<file path="src/rtl/shake_pkg.sv">
// shake_pkg: shared SHAKE lane/rate constants and the block-buffer state type.
package shake_pkg;
    localparam int LANE_WIDTH     = 64;
    localparam int RATE_LANES_128 = 21;
    localparam int RATE_LANES_256 = 17;
    typedef enum logic {FILL = 1'b0, FULL = 1'b1} buf_state_e;
endpackage

</file>
<file path="src/rtl/sipo_buffer_if.sv">
// sipo_buffer_if: serial word input and parallel block output of the SIPO buffer.
interface sipo_buffer_if import shake_pkg::*; #(
    parameter int WIDTH = LANE_WIDTH,
    parameter int DEPTH = RATE_LANES_256
);
    localparam int CW = $clog2(DEPTH + 1);
    logic                   in_valid;
    logic                   in_ready;
    logic [WIDTH-1:0]       in_data;
    logic                   in_last;
    logic                   out_valid;
    logic                   out_ready;
    logic [DEPTH*WIDTH-1:0] out_data;
    logic [CW-1:0]          out_count;
    logic                   out_last;
    modport master (output in_valid, in_data, in_last, out_ready,
                    input  in_ready, out_valid, out_data, out_count, out_last);
    modport slave  (input  in_valid, in_data, in_last, out_ready,
                    output in_ready, out_valid, out_data, out_count, out_last);
endinterface

</file>
<file path="src/rtl/sipo_buffer.sv">
// sipo_buffer: collects up to DEPTH serial words into one parallel block, first word in the LSBs,
// with early close on in_last and zero-filled unused slots.
module sipo_buffer import shake_pkg::*; #(
    parameter int WIDTH = LANE_WIDTH,
    parameter int DEPTH = RATE_LANES_256
) (
    input logic          clk,
    input logic          rst,
    sipo_buffer_if.slave bus
);
    localparam int CW   = $clog2(DEPTH + 1);
    localparam int CNTW = DEPTH > 1 ? $clog2(DEPTH) : 1;
    buf_state_e             state_q, state_d;
    logic [CNTW-1:0]        cnt_q, cnt_d;
    logic [DEPTH*WIDTH-1:0] data_q, data_d;
    logic [CW-1:0]          count_q, count_d;
    logic                   last_q, last_d;
    logic                   in_ready, accept;
    always_ff @(posedge clk or negedge rst) begin
        if (!rst) begin
            state_q <= FILL;
            cnt_q   <= '0;
            data_q  <= '0;
            count_q <= '0;
            last_q  <= 1'b0;
        end else begin
            state_q <= state_d;
            cnt_q   <= cnt_d;
            data_q  <= data_d;
            count_q <= count_d;
            last_q  <= last_d;
        end
    end
    assign in_ready = (state_q == FILL) ? 1'b1 : bus.out_ready;
    assign accept   = bus.in_valid && in_ready;
    always_comb begin
        state_d = state_q;
        cnt_d   = cnt_q;
        data_d  = data_q;
        count_d = count_q;
        last_d  = last_q;
        if (state_q == FILL) begin
            if (accept) begin
                data_d[cnt_q*WIDTH +: WIDTH] = bus.in_data;
                if (cnt_q == CNTW'(DEPTH - 1) || bus.in_last) begin
                    state_d = FULL;
                    count_d = CW'(cnt_q) + CW'(1);
                    last_d  = bus.in_last;
                    cnt_d   = '0;
                end else begin
                    cnt_d = cnt_q + CNTW'(1);
                end
            end
        end else if (bus.out_ready) begin
            // Handoff clears the whole block so an early-closed successor reads zero above its words.
            state_d = FILL;
            data_d  = '0;
            count_d = '0;
            last_d  = 1'b0;
            if (accept) begin
                data_d[WIDTH-1:0] = bus.in_data;
                if (DEPTH == 1 || bus.in_last) begin
                    state_d = FULL;
                    count_d = CW'(1);
                    last_d  = bus.in_last;
                end else begin
                    cnt_d = CNTW'(1);
                end
            end
        end
    end
    always_comb begin
        bus.in_ready  = in_ready;
        bus.out_valid = (state_q == FULL);
        bus.out_data  = data_q;
        bus.out_count = count_q;
        bus.out_last  = last_q;
    end
endmodule

</file>
<file path="src/flat_wrapper.sv">
// flat-port wrapper written by rule: the top's interface ports become plain ports
module sipo_buffer_flat import shake_pkg::*;
#(
    parameter int WIDTH = LANE_WIDTH,
    parameter int DEPTH = RATE_LANES_256
)
  (clk, rst, bus_in_valid, bus_in_data, bus_in_last, bus_out_ready, bus_in_ready, bus_out_valid, bus_out_data, bus_out_count, bus_out_last);
  sipo_buffer_if #(.WIDTH(WIDTH), .DEPTH(DEPTH)) bus_i ();
  input logic clk;
  input logic rst;
  input wire logic [$bits(bus_i.in_valid)-1:0] bus_in_valid;
  input wire logic [$bits(bus_i.in_data)-1:0] bus_in_data;
  input wire logic [$bits(bus_i.in_last)-1:0] bus_in_last;
  input wire logic [$bits(bus_i.out_ready)-1:0] bus_out_ready;
  output wire logic [$bits(bus_i.in_ready)-1:0] bus_in_ready;
  output wire logic [$bits(bus_i.out_valid)-1:0] bus_out_valid;
  output wire logic [$bits(bus_i.out_data)-1:0] bus_out_data;
  output wire logic [$bits(bus_i.out_count)-1:0] bus_out_count;
  output wire logic [$bits(bus_i.out_last)-1:0] bus_out_last;
  assign bus_i.in_valid = bus_in_valid;
  assign bus_i.in_data = bus_in_data;
  assign bus_i.in_last = bus_in_last;
  assign bus_i.out_ready = bus_out_ready;
  assign bus_in_ready = bus_i.in_ready;
  assign bus_out_valid = bus_i.out_valid;
  assign bus_out_data = bus_i.out_data;
  assign bus_out_count = bus_i.out_count;
  assign bus_out_last = bus_i.out_last;
  sipo_buffer #(.WIDTH(WIDTH), .DEPTH(DEPTH)) u_core (.clk(clk), .rst(rst), .bus(bus_i));
endmodule
</file>
<file path="config.mk">
export PLATFORM = sky130hd
export DESIGN_NAME = sipo_buffer_flat
export DESIGN_NICKNAME = d
export VERILOG_FILES = /design/src/rtl/shake_pkg.sv /design/src/rtl/sipo_buffer_if.sv /design/src/rtl/sipo_buffer.sv /design/src/flat_wrapper.sv
export SDC_FILE = /design/constraint.sdc
export NUM_CORES = 2
export LEC_CHECK = 0
export ABC_AREA = 1
export CORE_AREA = 2 2 459 461
export CTS_CLUSTER_SIZE = 20
export DETAILED_ROUTE_END_ITERATION = 7
export DIE_AREA = 0 0 461 463
export PLACE_DENSITY = 0.47
export SYNTH_ARGS = -nofsm -noshare
export SYNTH_HDL_FRONTEND = slang
export SYNTH_SLANG_ARGS = --single-unit
export TNS_END_PERCENT = 100
</file>
<file path="constraint.sdc">
create_clock -name clk -period 2.5 [get_ports clk]
set_clock_uncertainty 0.15 [all_clocks]
set_input_delay 0.5 -clock clk [delete_from_list [all_inputs] [get_ports clk]]
set_output_delay 0.5 -clock clk [all_outputs]
set_load 0.01 [all_outputs]
</file>
**Word level (Yosys, flattened, before mapping)**

Cells that the tools add are included.
W data, S select, Z words.

- Logic and storage cells: 47
- Register bits: 1100

- Reductions and logical operators: 7
- Muxes and demuxes: 28
- Add/sub/neg operators: 2
- Shifts and indexed selects: 2
- Equal/unequal tests: 3

Operators by type and width:

| operator | number |
|---|---|
| $mux W1088 | 3 |
| $bwmux W1088 | 1 |
| $shift A64 B34 Y1088 const A | 1 |
| $shiftx A64 B34 Y1088 | 1 |
| $mux W64 | 1 |
| $mux W5 | 11 |
| $neg A11 Y34 | 1 |
| $mux W1 | 12 |
| $reduce_and A3 Y1 | 2 |
| $add A5 B1 Y5 const B | 1 |
| $eq A5 B5 Y1 const B | 1 |
| $ne A2 B2 Y1 const B | 2 |
| $reduce_bool A2 Y1 | 2 |
| $reduce_and A2 Y1 | 1 |
| $logic_and A1 B1 Y1 | 1 |
| $logic_or A1 B1 Y1 | 1 |

**Longest topological paths before layout**

- Depth in word-level cells: 5
- Gate-level depth with buffers: 17
- Gate-level depth less buffers: 14

**Worst setup path after synthesis**

Ideal clock, no wire load.

- Path type: reg-to-reg
- Start point: register u_core.cnt_q[0]
- End point: register u_core.data_q[518] (netlist: u_core.bus.out_data[518])
- Path buffers: 3
- Path slack: -0.282 ns
- Stages on the path, launching flop included: 16
- Data arrival time: 2.507 ns
- Path through: dfrtp_1 > buf_4 > inv_4 > ha_1 > nand2_1 > nor2_1 > ha_1 > clkinv_1 > nor2_8 > inv_4 > nor2_4 > nand3_2 > buf_2 > buf_6 > nand3_1 > nand2_1

- Longest elaborated chain between the ends: 5

RTL lines:

| element | RTL line | text |
|---|---|---|
| start: declaration | sipo_buffer.sv:14 | `logic [CNTW-1:0] cnt_q, cnt_d;` |
| start signal: assignment | sipo_buffer.sv:28 | `cnt_q <= cnt_d;` |
| $neg A11 Y34 * | sipo_buffer.sv:44 | `data_d[cnt_q*WIDTH +: WIDTH] = bus.in_data;` |
| $shiftx A64 B34 Y1088 or $shift A64 B34 Y1088 (tied branches) | sipo_buffer.sv:44 |  |
| $bwmux W1088 * | sipo_buffer.sv:44 |  |
| $mux W1088 * | sipo_buffer.sv:43 | `if (accept) begin` |
| $mux W1088 * | sipo_buffer.sv:42 | `if (state_q == FILL) begin` |
| end signal: assignment | sipo_buffer.sv:29 | `data_q <= data_d;` |
| end: declaration | sipo_buffer.sv:15 | `logic [DEPTH*WIDTH-1:0] data_q, data_d;` |

Mark *: on every way between the ends. The rest lies on a longest branch, timed or not. The select of a mux whose other input is x is not followed.
A chain may end at the register's enable or synchronous reset.

**Final worst setup path**

- Start point: register u_core.cnt_q[1]
- End point: register u_core.data_q[345] (netlist: u_core.bus.out_data[345])

The elaborated chain is that of the path after synthesis.

==> metrics <==
status=finished, violations left; failing checks=setup timing; vias=approximately 56000; remaining routing DRC violations=0; CTS Buf Count=between 100 and 150; htree depth=4; Initial Utilization=between 20% and 30%; port bufs=1164; Worst EP arrival=3.23 ns; first-pass GRT wire length=448 mm; hpwl dp=240 mm; synthesized net count=6208; First-pass DRT Iterations=7; # nets final=7773; Post-Route WL=342 mm; Mapped Area=just over 50000 µm²; Final Critical Period=roughly 2.7 ns; peak supply drop=783 µV; routability cong.=0.904; critical path fanouts, max=5; Power Dens Cells=between 700 and 800 nW/µm²; die area=about 210000 µm²; height of the die=approximately 460 µm; clk root buf=clkbuf_16; Relative slew margins=between 30% and 40%; fill count=~21000; Post-Syn Area per Cell=8.23 µm²; worst skew pair latency=0.84 ns; Post-synth ARST share=between 90% and 100%; Final Hold Viols=0; startpoint types=flip-flop; Synth area leaders=dfrtp_1 (55%), nand2_1 (14%), nand3_1 (11%), nand4_1 (5.9%), clkbuf_1 (2.5%); critical path required time=3.06 ns; gr usage total=29.9%; leak pwr=approximately 39 nW; Commonest cells post-synth=nand2_1 (1901), nand3_1 (1132), dfrtp_1 (1100); dpl ws=-0.426 ns; die width=roughly 460 µm; area of the multi-input gates=22700 µm²; IO Count=1165; RSZ-0062 raised after global routing=true; R2R depth=16; Worst Hold Class=in2async; Post-synth EDFFs=0; Primary FF master, synth=dfrtp_1; initial antenna violation count=40; Final WS setup=-0.170 ns; post-synth top area share=54.5%; Wirelength per Cell=around 32 µm; sequential-to-total area share from yosys stat=54.5%; Yosys top cell by area=dfrtp_1; Non-Filler Instances=approximately 11000; Via density=5.27; core area=approximately 210000 µm²; final setup vio count=between 800 and 900; num rows=roughly 170; max cap viols=0; FF/Latch Area=27500 µm²; Cells after Synth=6135; Worst Setup Path Type=reg2reg; count leader, synth=nand2_1; Max Buffers Root-to-Sink=3; Placed Cells=10200; layout cell share with drive strength beyond 1=22.1%; clock slew seen by the registers of the worst setup and hold paths=0.06 ns; critical path endpoint category=flip-flop; vias in the first global route=52900; fmax=375 MHz; count of cell types in the netlist=37; fin crit share=107%; Detailed Route Iter0 Violations=6155; Final ANT Viol Nets=0; worst slew pin tran=1.03 ns; Syn. warnings=0; CTS sink cnt=1100; max-slew violations=0; largest net degree at the start of global routing=between 100 and 150; Area Overhead vs Synth=62.1%; CTS tree=yes; Congestion Overflow GR=0; number of synthesized register bits=1100
[layout by cell type (no fill, tap or decap), types with 18 or more instances in the layout]
master and count:
clkdlybuf4s50_1 1054, dfrtp_1 1089, nor4_1 48, nor3_1 132
buf_16 46, nor4_2 23, nand2_2 148, nand2_1 1689
buf_2 40, inv_1 124, nor2_1 239, buf_4 475
diode_2 27, o21ai_0 125, o21ai_1 118, buf_6 53
nand2_4 66, nand3_1 875, buf_8 18, nor2_4 32
clkbuf_16 187, dlygate4sd2_1 56, nor2_2 19, nand3_2 244
clkbuf_8 28, nand4_1 476, buf_12 218, clkbuf_1 36
clkinv_2 21
[metal layers]
metal / track usage, % / wire length (µm)
met5: 0 / 73
met4: 17.7 / 22800
met3: 8.81 / 32500
met2: 45.8 / 152000
met1: 37.2 / 135000
[where the power goes]
| part | leakage [nW] | total [W] | switching, W | internal [W] |
|---|---|---|---|---|
| clock | 2.30 | 0.0211 | 0.00901 | 0.0121 |
| sequential | 15.3 | 0.0185 | 0.000324 | 0.0182 |
| combinational | 21.5 | 0.0237 | 0.0163 | 0.00747 |
| total | 39.2 | 0.0634 | 0.0256 | 0.0378 |
[flip-flops by register name (all words and copies together), names as in the netlist]
register	count
u_core.bus.out_data	1088
u_core.bus.out_count	5
u_core.cnt_q	5
u_core.bus.out_last	1
u_core.bus.out_valid	1
[critical path, cell delays in order (launching register included)]
cell and delay, ns:
dfrtp_1 0.36, inv_1 0.09, ha_4 0.18, nand2_4 0.06, nor2_4 0.04, ha_4 0.18
inv_4 0.06, nand4_1 0.21, buf_6 0.22, nor2_4 0.13, buf_6 0.12, nand4_1 0.08
buf_6 0.16, clkbuf_16 0.18, clkbuf_16 0.18, nand3_1 0.07, nand2_1 0.06
[final cells by class]
type	instances	area share, %
inverter	144	0.734
antenna	27	0.0826
clock buffer	203	4.89
sequential	1100	33.7
multi-input combinational	4299	27.7
timing repair buffer	2016	27.7
clock inverter	49	0.920
tap	2805	4.29
[cell families (layout without fill, tap and decap cells)]
| family | count (synthesis) | count (layout) | synth area share (%) |
|---|---|---|---|
| XOR/XNOR | 5 | 5 | 0.0867 |
| adder cells (fa/ha/maj) | 4 | 4 | 0.0991 |
| other | 0 | 27 | 0 |
| AO/OA/AOI/OAI | 259 | 259 | 2.65 |
| flip-flops | 1100 | 1100 | 54.5 |
| buffers and inverters | 740 | 2412 | 6.09 |
| AND/OR/NAND/NOR | 4027 | 4031 | 36.6 |
[worst paths after layout]
| path | from | to | slack, ns |
|---|---|---|---|
| max | u_core.cnt_q[1] | u_core.bus.out_data[345] | -0.17 |
| min | rst | u_core.bus.out_data[591] | 0.04 |
| max reg2reg | u_core.cnt_q[1] | u_core.bus.out_data[345] | -0.17 |
| min reg2reg | u_core.bus.out_data[26] | u_core.bus.out_data[26] | 0.32 |
| max in group asynchronous | rst | u_core.bus.out_data[789] | 1.05 |
| min in group clk | bus_in_data[34] | u_core.bus.out_data[290] | 0.07 |
[per-stage QoR]
| stage | utilization (%) | area [µm²] | TNS [ns] | hold WS (ns) | total power (W) |
|---|---|---|---|---|---|
| floorplan | - | 50500 | -0.147 | 0.0544 | 0.0277 |
| finish | 39.2 | 81800 | -57.55 | 0.0449 | 0.0634 |
| global route | 39.2 | 81800 | -146.86 | 0.0181 | 0.0653 |
| global placement | 33.9 | 70700 | -210.83 | 0.305 | 0.0396 |
| CTS | 37.4 | 78100 | -60.96 | 0.00289 | 0.0621 |
| detailed placement | 33.9 | 70700 | -210.39 | 0.297 | 0.0396 |
[timing repair]
| item | CTS | global route |
|---|---|---|
| hold buffers | 1 | 0 |
| hold endpoints to repair | 474 | 0 |
| setup buffers | 60 | 28 |
| gates cloned | 40 | 59 |
| pin swaps | 64 | 249 |
| resized for setup | 331 | 553 |
| endpoints found under the setup margin | 1330 | 1411 |
No activity file was read; power rests on OpenSTA's default activity.
